--- src/rtl/pipe_hazard_ctrl_if.sv ---
// Bundle of hazard-controller signals between the pipeline datapath and the sequencer.
// master drives ID/EX status and requests; slave is the hazard controller itself.
interface pipe_hazard_ctrl_if #(
  parameter int CNT_W = 32
);
  logic [4:0]       id_rs1_i;
  logic [4:0]       id_rs2_i;
  logic [1:0]       id_rs_use_i;
  logic             ex_is_load_i;
  logic [4:0]       ex_rd_i;
  logic             ex_busy_i;
  logic             jump_req_i;
  logic [31:0]      jump_addr_i;
  logic             int_req_i;
  logic [31:0]      int_addr_i;
  logic [1:0]       hold_flag_o;
  logic             jump_flag_o;
  logic [31:0]      jump_addr_o;
  logic             int_ack_o;
  logic [CNT_W-1:0] stall_cnt_o;
  logic [CNT_W-1:0] flush_cnt_o;

  modport master (
    output id_rs1_i, id_rs2_i, id_rs_use_i, ex_is_load_i, ex_rd_i, ex_busy_i,
           jump_req_i, jump_addr_i, int_req_i, int_addr_i,
    input  hold_flag_o, jump_flag_o, jump_addr_o, int_ack_o, stall_cnt_o, flush_cnt_o
  );

  modport slave (
    input  id_rs1_i, id_rs2_i, id_rs_use_i, ex_is_load_i, ex_rd_i, ex_busy_i,
           jump_req_i, jump_addr_i, int_req_i, int_addr_i,
    output hold_flag_o, jump_flag_o, jump_addr_o, int_ack_o, stall_cnt_o, flush_cnt_o
  );
endinterface

--- src/rtl/pipe_hazard_ctrl.sv ---
// Pipeline hazard sequencer: load-use stalls, multi-cycle EX holds, redirect flushes
// and stall/flush perf counters.
//   state     | meaning
//   S_IDLE    | normal issue; evaluates interrupt/jump/busy/load-use
//   S_FLUSH   | holding PIPE_CLEAR for the remaining cycles of a redirect
//   S_WAIT_MC | EX multi-cycle op in progress; same decision logic as S_IDLE
module pipe_hazard_ctrl #(
  parameter int FLUSH_CYCLES = 2,
  parameter int CNT_W        = 32
) (
  input  logic               clk_i,
  input  logic               rst_i,
  pipe_hazard_ctrl_if.slave  bus
);

  localparam logic [1:0] HOLD_NONE  = 2'd0;
  localparam logic [1:0] HOLD_PC    = 2'd1;
  localparam logic [1:0] HOLD_IF    = 2'd2;
  localparam logic [1:0] PIPE_CLEAR = 2'd3;
  localparam logic [2:0] FLUSH_LOAD = 3'(FLUSH_CYCLES - 1);
  localparam logic [CNT_W-1:0] CNT_MAX = {CNT_W{1'b1}};

  typedef enum logic [1:0] {
    S_IDLE    = 2'd0,
    S_FLUSH   = 2'd1,
    S_WAIT_MC = 2'd2
  } state_t;

  state_t           state_q, state_d;
  logic [2:0]       fcnt_q, fcnt_d;
  logic [CNT_W-1:0] stall_cnt_q, stall_cnt_d;
  logic [CNT_W-1:0] flush_cnt_q, flush_cnt_d;

  logic        lu_hazard;
  logic [1:0]  hold_flag;
  logic        jump_flag;
  logic [31:0] jump_addr;
  logic        int_ack;

  assign lu_hazard = bus.ex_is_load_i && (bus.ex_rd_i != 5'd0) &&
                     ((bus.id_rs_use_i[0] && (bus.id_rs1_i == bus.ex_rd_i)) ||
                      (bus.id_rs_use_i[1] && (bus.id_rs2_i == bus.ex_rd_i)));

  always_comb begin
    state_d   = state_q;
    fcnt_d    = fcnt_q;
    hold_flag = HOLD_NONE;
    jump_flag = 1'b0;
    jump_addr = 32'd0;
    int_ack   = 1'b0;

    case (state_q)
      S_FLUSH: begin
        hold_flag = PIPE_CLEAR;
        if (fcnt_q <= 3'd1) state_d = S_IDLE;
        else                fcnt_d  = fcnt_q - 3'd1;
      end
      default: begin
        // WAIT_MC shares this path: a still-busy EX keeps HOLD_IF, a jump still wins
        if (bus.int_req_i && !bus.ex_busy_i) begin
          jump_flag = 1'b1;
          jump_addr = bus.int_addr_i;
          int_ack   = 1'b1;
          hold_flag = PIPE_CLEAR;
          state_d   = (FLUSH_CYCLES > 1) ? S_FLUSH : S_IDLE;
          fcnt_d    = FLUSH_LOAD;
        end else if (bus.jump_req_i) begin
          jump_flag = 1'b1;
          jump_addr = bus.jump_addr_i;
          hold_flag = PIPE_CLEAR;
          state_d   = (FLUSH_CYCLES > 1) ? S_FLUSH : S_IDLE;
          fcnt_d    = FLUSH_LOAD;
        end else if (bus.ex_busy_i) begin
          hold_flag = HOLD_IF;
          state_d   = S_WAIT_MC;
        end else begin
          state_d = S_IDLE;
          if (lu_hazard) hold_flag = HOLD_IF;
        end
      end
    endcase

    stall_cnt_d = stall_cnt_q;
    flush_cnt_d = flush_cnt_q;
    if ((hold_flag == HOLD_PC || hold_flag == HOLD_IF) && stall_cnt_q != CNT_MAX)
      stall_cnt_d = stall_cnt_q + CNT_W'(1);
    if (hold_flag == PIPE_CLEAR && flush_cnt_q != CNT_MAX)
      flush_cnt_d = flush_cnt_q + CNT_W'(1);
  end

  always_ff @(posedge clk_i) begin
    if (rst_i) begin
      state_q     <= S_IDLE;
      fcnt_q      <= 3'd0;
      stall_cnt_q <= '0;
      flush_cnt_q <= '0;
    end else begin
      state_q     <= state_d;
      fcnt_q      <= fcnt_d;
      stall_cnt_q <= stall_cnt_d;
      flush_cnt_q <= flush_cnt_d;
    end
  end

  assign bus.hold_flag_o = hold_flag;
  assign bus.jump_flag_o = jump_flag;
  assign bus.jump_addr_o = jump_addr;
  assign bus.int_ack_o   = int_ack;
  assign bus.stall_cnt_o = stall_cnt_q;
  assign bus.flush_cnt_o = flush_cnt_q;

endmodule

--- src/flat_wrapper.sv ---
// flat-port wrapper written by rule: the top's interface ports become plain ports
module pipe_hazard_ctrl_flat 
#(
  parameter int FLUSH_CYCLES = 2,
  parameter int CNT_W        = 32
)
  (clk_i, rst_i, bus_id_rs1_i, bus_id_rs2_i, bus_id_rs_use_i, bus_ex_is_load_i, bus_ex_rd_i, bus_ex_busy_i, bus_jump_req_i, bus_jump_addr_i, bus_int_req_i, bus_int_addr_i, bus_hold_flag_o, bus_jump_flag_o, bus_jump_addr_o, bus_int_ack_o, bus_stall_cnt_o, bus_flush_cnt_o);
  pipe_hazard_ctrl_if #(.CNT_W(CNT_W)) bus_i ();
  input  logic clk_i;
  input  logic rst_i;
  input wire logic [$bits(bus_i.id_rs1_i)-1:0] bus_id_rs1_i;
  input wire logic [$bits(bus_i.id_rs2_i)-1:0] bus_id_rs2_i;
  input wire logic [$bits(bus_i.id_rs_use_i)-1:0] bus_id_rs_use_i;
  input wire logic [$bits(bus_i.ex_is_load_i)-1:0] bus_ex_is_load_i;
  input wire logic [$bits(bus_i.ex_rd_i)-1:0] bus_ex_rd_i;
  input wire logic [$bits(bus_i.ex_busy_i)-1:0] bus_ex_busy_i;
  input wire logic [$bits(bus_i.jump_req_i)-1:0] bus_jump_req_i;
  input wire logic [$bits(bus_i.jump_addr_i)-1:0] bus_jump_addr_i;
  input wire logic [$bits(bus_i.int_req_i)-1:0] bus_int_req_i;
  input wire logic [$bits(bus_i.int_addr_i)-1:0] bus_int_addr_i;
  output wire logic [$bits(bus_i.hold_flag_o)-1:0] bus_hold_flag_o;
  output wire logic [$bits(bus_i.jump_flag_o)-1:0] bus_jump_flag_o;
  output wire logic [$bits(bus_i.jump_addr_o)-1:0] bus_jump_addr_o;
  output wire logic [$bits(bus_i.int_ack_o)-1:0] bus_int_ack_o;
  output wire logic [$bits(bus_i.stall_cnt_o)-1:0] bus_stall_cnt_o;
  output wire logic [$bits(bus_i.flush_cnt_o)-1:0] bus_flush_cnt_o;
  assign bus_i.id_rs1_i = bus_id_rs1_i;
  assign bus_i.id_rs2_i = bus_id_rs2_i;
  assign bus_i.id_rs_use_i = bus_id_rs_use_i;
  assign bus_i.ex_is_load_i = bus_ex_is_load_i;
  assign bus_i.ex_rd_i = bus_ex_rd_i;
  assign bus_i.ex_busy_i = bus_ex_busy_i;
  assign bus_i.jump_req_i = bus_jump_req_i;
  assign bus_i.jump_addr_i = bus_jump_addr_i;
  assign bus_i.int_req_i = bus_int_req_i;
  assign bus_i.int_addr_i = bus_int_addr_i;
  assign bus_hold_flag_o = bus_i.hold_flag_o;
  assign bus_jump_flag_o = bus_i.jump_flag_o;
  assign bus_jump_addr_o = bus_i.jump_addr_o;
  assign bus_int_ack_o = bus_i.int_ack_o;
  assign bus_stall_cnt_o = bus_i.stall_cnt_o;
  assign bus_flush_cnt_o = bus_i.flush_cnt_o;
  pipe_hazard_ctrl #(.FLUSH_CYCLES(FLUSH_CYCLES), .CNT_W(CNT_W)) u_core (.clk_i(clk_i), .rst_i(rst_i), .bus(bus_i));
endmodule
--- config.mk ---
export PLATFORM = sky130hd
export DESIGN_NAME = pipe_hazard_ctrl_flat
export DESIGN_NICKNAME = d
export VERILOG_FILES = /design/src/rtl/pipe_hazard_ctrl_if.sv /design/src/rtl/pipe_hazard_ctrl.sv /design/src/flat_wrapper.sv
export SDC_FILE = /design/constraint.sdc
export NUM_CORES = 1
export LEC_CHECK = 0
export BUFFER_PORTS_ARGS = -buffer_cell sky130_fd_sc_hd__buf_2
export CELL_PAD_IN_SITES_DETAIL_PLACEMENT = 1
export CELL_PAD_IN_SITES_GLOBAL_PLACEMENT = 1
export CORE_AREA = 2 2 126 104
export DETAILED_ROUTE_END_ITERATION = 16
export DIE_AREA = 0 0 128 106
export PLACE_DENSITY = 0.85
export SLEW_MARGIN = 10
export SYNTH_ARGS = -nofsm -noshare
export SYNTH_HDL_FRONTEND = slang
export SYNTH_SLANG_ARGS = --single-unit
export TNS_END_PERCENT = 20
--- constraint.sdc ---
create_clock -name clk_i -period 4.25 [get_ports clk_i]
set_clock_uncertainty 0.1 [all_clocks]
set_input_delay 0.85 -clock clk_i [delete_from_list [all_inputs] [get_ports clk_i]]
set_output_delay 0.85 -clock clk_i [all_outputs]
set_load 0.02 [all_outputs]
======== Yosys cells after proc, flatten, opt, wreduce, memory -nomap -nowiden ========
Cells that the tools add are included.
cells by class
  $lt $le $gt $ge ......................... 1
  $add $sub $neg .......................... 3
  reduce and logical (&&, ||, !) cells .... 13
  mux-type cells .......................... 22
  equality and inequality tests ........... 10
operator list
  cell                                                             count
  two-way mux 32 bit                                               3
  adder 32 x 1 -> 32 bit (second input constant)                   2
  inequality test 32 bit (second input constant)                   2
  two-way mux 2 bit                                                10
  two-way mux 3 bit                                                4
  == test 5 bit                                                    2
  logical AND 1 bit                                                7
  two-way mux 1 bit                                                5
  nonzero test 5 bit                                               1
  == test 2 x 1 -> 1 bit (second input constant)                   2
  == test 2 bit (second input constant)                            2
  less-or-equal comparator 3 x 1 -> 1 bit (second input constant)  1
  nonzero test 3 bit                                               1
  subtractor 3 x 1 -> 3 bit (second input constant)                1
  logical OR 1 bit                                                 2
  inequality test 2 x 1 -> 1 bit (second input constant)           1
  inequality test 2 bit (second input constant)                    1
  AND reduction 2 bit                                              1
  zero test 1 bit                                                  1
storage, ports and cells
  flip-flop bits (word level) ............. 69
  output and inout port bits .............. 100

======== Depth between registers and ports, before layout ========
  depth after elaboration ................. 12
  gate-level depth with buffers ........... 11
  gate-level depth less buffers ........... 10

======== Least setup slack after synthesis ========
OpenSTA, ideal clock, no wires.
  path type ............................... input-to-reg
  from .................................... in bus_ex_rd_i[0]
  to ...................................... reg u_core.stall_cnt_q[19], in the netlist u_core.bus.stall_cnt_o[19]
  setup slack ............................. 0.663 ns
  cell stages on the path ................. 10
  required time ........................... 4.080 ns
  arrival ................................. 3.417 ns
  library setup time ...................... 0.070 ns
  path through ............................ or4_1 > o21ai_0 > a21oi_1 > or3_1 > ha_1 > and3_1 > o211ai_1 > buf_2 > or3_2 > a21oi_1
between the ends
  word-level cells in the longest chain between the ends .. 12
  elaborated cells on any way between the ends .. 17
RTL lines
  item                                                     RTL line                                        text
  start, declared                                          flat_wrapper.sv:15                              input wire logic [$bits(bus_i.ex_rd_i)-1:0] bus_ex_rd_i;
  == test 5 bit (on tied branches)                         pipe_hazard_ctrl.sv:41, pipe_hazard_ctrl.sv:42
  logical AND 1 bit (on tied branches)                     pipe_hazard_ctrl.sv:41, pipe_hazard_ctrl.sv:42
  logical OR 1 bit                                         pipe_hazard_ctrl.sv:41                          ((bus.id_rs_use_i[0] && (bus.id_rs1_i == bus.ex_rd_i)) ||
  logical AND 1 bit (*)                                    pipe_hazard_ctrl.sv:40                          assign lu_hazard = bus.ex_is_load_i && (bus.ex_rd_i != 5'd0) &&
  two-way mux 2 bit (*)                                    pipe_hazard_ctrl.sv:78                          if (lu_hazard) hold_flag = HOLD_IF;
  two-way mux 2 bit (*)                                    pipe_hazard_ctrl.sv:73                          end else if (bus.ex_busy_i) begin
  two-way mux 2 bit (*)                                    pipe_hazard_ctrl.sv:67                          end else if (bus.jump_req_i) begin
  two-way mux 2 bit (*)                                    pipe_hazard_ctrl.sv:60                          if (bus.int_req_i && !bus.ex_busy_i) begin
  two-way mux 2 bit (*)                                    pipe_hazard_ctrl.sv:52                          case (state_q)
  named net bus_hold_flag_o[1]                             flat_wrapper.sv:21                              output wire logic [$bits(bus_i.hold_flag_o)-1:0] bus_hold_flag_o;
  == test 2 x 1 -> 1 bit or == test 2 bit (tied branches)  pipe_hazard_ctrl.sv:85                          if ((hold_flag == HOLD_PC || hold_flag == HOLD_IF) && stall_cnt_q != CNT_MAX)
  logical OR 1 bit (*)                                     pipe_hazard_ctrl.sv:85
  logical AND 1 bit (*)                                    pipe_hazard_ctrl.sv:85
  end signal, assigned                                     pipe_hazard_ctrl.sv:100                         stall_cnt_q <= stall_cnt_d;
  end, declared                                            pipe_hazard_ctrl.sv:31                          logic [CNT_W-1:0] stall_cnt_q, stall_cnt_d;
The timed path passes the listed nets; every way through them passes the cells marked *.
A chain may end at the register's enable or synchronous reset.

======== Final worst setup path ========
  from .................................... in bus_ex_rd_i[0]
  to ...................................... reg u_core.stall_cnt_q[27], in the netlist u_core.bus.stall_cnt_o[27]
between the ends
  word-level cells in the longest chain between the ends .. 12
  elaborated cells on any way between the ends .. 17
RTL lines
  item                                                     RTL line
  == test 5 bit (on tied branches)                         pipe_hazard_ctrl.sv:41, pipe_hazard_ctrl.sv:42
  logical AND 1 bit (on tied branches)                     pipe_hazard_ctrl.sv:41, pipe_hazard_ctrl.sv:42
  logical OR 1 bit                                         pipe_hazard_ctrl.sv:41
  logical AND 1 bit (*)                                    pipe_hazard_ctrl.sv:40
  two-way mux 2 bit (*)                                    pipe_hazard_ctrl.sv:78
  two-way mux 2 bit (*)                                    pipe_hazard_ctrl.sv:73
  two-way mux 2 bit (*)                                    pipe_hazard_ctrl.sv:67
  two-way mux 2 bit (*)                                    pipe_hazard_ctrl.sv:60
  two-way mux 2 bit (*)                                    pipe_hazard_ctrl.sv:52
  == test 2 x 1 -> 1 bit or == test 2 bit (tied branches)  pipe_hazard_ctrl.sv:85
  logical OR 1 bit (*)                                     pipe_hazard_ctrl.sv:85
  logical AND 1 bit (*)                                    pipe_hazard_ctrl.sv:85
Every way passes the cells marked *; elsewhere a longest branch is shown, timed or not.

==> flow_summary.ini <==
[routing]
initialDrtViolationCount = 258
post-route-drc-count = 0
wl_per_cell_um = 17.8
vias_per_cell = 5.64
first_pass_iters = 5
vias = 4567
antenna_left = 0
finalWirelength_mm = 14.4

[setup_path]
cp-start-kind = input pin
critPathKind = in2reg
regToRegStartpoint = u_core.state_q[0]$_SDFFE_PP0P_
critPathLaunch = bus_ex_rd_i[0]
crit_required_ns = 4.42
cp_data_arrival_time_ns = 3.78
cp-end-kind = flop
crit_fanout = 12

[floorplan]
core_area_sq_um = 12400
die_h_um = 106
die_area_sq_um = 13600
io-pin-count = 187
row_count = 37
chipWidth_um = 128
start_util_pct = 32.0

[synth]
syn-num-nets = 563
ys_seq_area_share_pct = 34.8
ys_ff_latch = 69
async_flop_share_pct = 0
ys_types = 56
synth_top_cell_by_area = dfxtp_1
synth_area_sq_um = 3970
yosysWarnings = 0
ys.flop_type = dfxtp_1
synth_top_area_share_pct = 34.8
synthCells = 471
synth_area_leaders = dfxtp_1, a22o_1, a21oi_1
synth.avg_cell_area_sq_um = 8.43
synth-edff-count = 0

[placed_design]
globalplace.congestion = 0.780
dpl.cell_count = 795
placed_area_sq_um = 5020
dp.final_hpwl_mm = 10.8
pre_cts_ws_ns = 0.290
io_buffers = 186

[power_and_ir_drop]
ir_drop_uv = 191
p_leak_nw = 2.23
power_density_nw_per_um2 = 308

[timing]
finalSetupViolations = 0
setup_tns_ns = 0
tightest_slew_ns = 1.22
rsz0062_at_grt = no
fin_ws_ns = 0.633
relSlewSlack_pct = 17.9
max_freq_mhz = 276
maxSlewViolCount = 0
fin_crit_sh_pct = 85.1
fin_crit_ns = 3.62
final_hold_viol_count = 0

[layout]
syn_to_final_growth_pct = 33.1
final_layout_size_suffix_gt1_share_pct = 34.9
register_area_sq_um = 1380
layout_common_cells = buf_2, dfxtp_1, a21oi_1
layoutNonFillerInstCount = 810
final_core_util_pct = 42.6
antenna_cells = 0
nNetsFinal = 742
layout_commonest_cell = buf_2
num-fill-cells = 1546
design_area_sq_um = 5290
multi_input_area_sq_um = 2450

[cts]
clock_sinks = 69
cts_max_level = 3
clk_latency_ns = 0.33
clkTransAtPathRegs_ns = 0.06
clk_path_buf_depth = 2
root_buffer = clkbuf_16
cts_hold_buf = 0
cts_resized = 0
cts-buffers-inserted = 9
cts_tree = yes
cts_setup_buffers = 0

[hold_path]
worstHoldStart = u_core.fcnt_q[2]$_SDFFE_PP0P_
hold_path_class = reg2reg

[status]
status = finished clean

[global_route]
grt_start_max_net_pins = 48
grt_pass1_vias = 4516
overflow = 0
grt_pass1_wl_mm = 22.5
antenna_found_initial = 0
grt_usage_pct = 20.5

[run]
maxCapViolations = 0
-- cells by family (layout without fill, tap and decap cells) --
logic type      count (synthesis)  after routing  synth area share (%)
simple gates                  199            199                  29.0
fa+ha+maj                       5              5                  1.58
compound gates                134            134                  23.4
flops                          69             69                  34.8
buf+inv                        31            214                  3.62
xor+xnor                       27             27                  5.95
mux                             6              6                  1.64
-- synth_stat cells, types with 3 or more instances --
cell	count
o21ai_0	29
mux2_2	3
clkbuf_1	16
xor2_1	18
o31ai_1	11
nand4_1	14
o311ai_0	4
or4_1	13
a22o_1	32
xnor2_1	9
nand2b_1	3
nor2b_1	6
ha_1	5
and4_1	5
a211oi_1	3
dfxtp_1	69
nor2_1	39
nand2_1	24
or3_2	4
or3_1	24
and2_1	3
nor3_1	4
and3_1	9
inv_1	9
nand3_1	27
a21oi_1	39
nor4_1	11
-- layer usage --
layer | wire length [um] | track usage [%] | vias up
met5 | 0 | 0 | -
met1 | 6150 | 25.9 | 2253
met3 | 959 | 5.33 | 11
met4 | 142 | 4.63 | 0
li1 | - | - | 2154
met2 | 7160 | 35.1 | 149
-- worst paths after layout --
kind                                             end  slack [ns]  cells past startpoint
min                    u_core.fcnt_q[2]$_SDFFE_PP0P_        0.37                      2
min reg2reg            u_core.fcnt_q[2]$_SDFFE_PP0P_        0.37                      2
max reg2reg  u_core.bus.stall_cnt_o[27]$_SDFFE_PP0P_        1.07                      8
max          u_core.bus.stall_cnt_o[27]$_SDFFE_PP0P_        0.63                     10
-- worst max-delay path: stages --
cell and delay (ns):
buf_2 0.12, or4_1 0.51, o21ai_0 0.15, a21oi_1 0.07
or3_1 0.36, ha_1 0.44, and3_1 0.22, o211ai_1 0.33
or4_1 0.58, a21oi_1 0.14
-- sequential cells by signal, indices dropped and copies added (netlist names) --
register	cells
u_core.bus.flush_cnt_o	32
u_core.bus.stall_cnt_o	32
u_core.fcnt_q	3
u_core.state_q	2
-- per-stage QoR --
| stage | total power, mW | hold WS (ns) |
|---|---|---|
| floorplan | 0.842 | 0.336 |
| global placement | 0.940 | 0.347 |
| detailed placement | 0.953 | 0.374 |
| CTS | 1.64 | 0.379 |
| global route | 1.69 | 0.393 |
| finish | 1.63 | 0.371 |
-- report_power, final --
group / total (mW) / leakage, nW / internal [mW] / switching (mW)
logic: 0.268 / 1.54 / 0.106 / 0.163
clock network: 0.691 / 0.127 / 0.406 / 0.285
registers: 0.672 / 0.557 / 0.658 / 0.0138
total: 1.63 / 2.23 / 1.17 / 0.462
-- final cells by class --
cell class              instances  area share [%]
clock buffers                  11            4.59
clock inverters                 4           0.473
inverters                       9           0.639
multi-input cells             371            46.3
flip-flops and latches         69            26.1
well taps                     156            3.69
repair buffers                190            18.2
(Power assumes the default switching activity.)
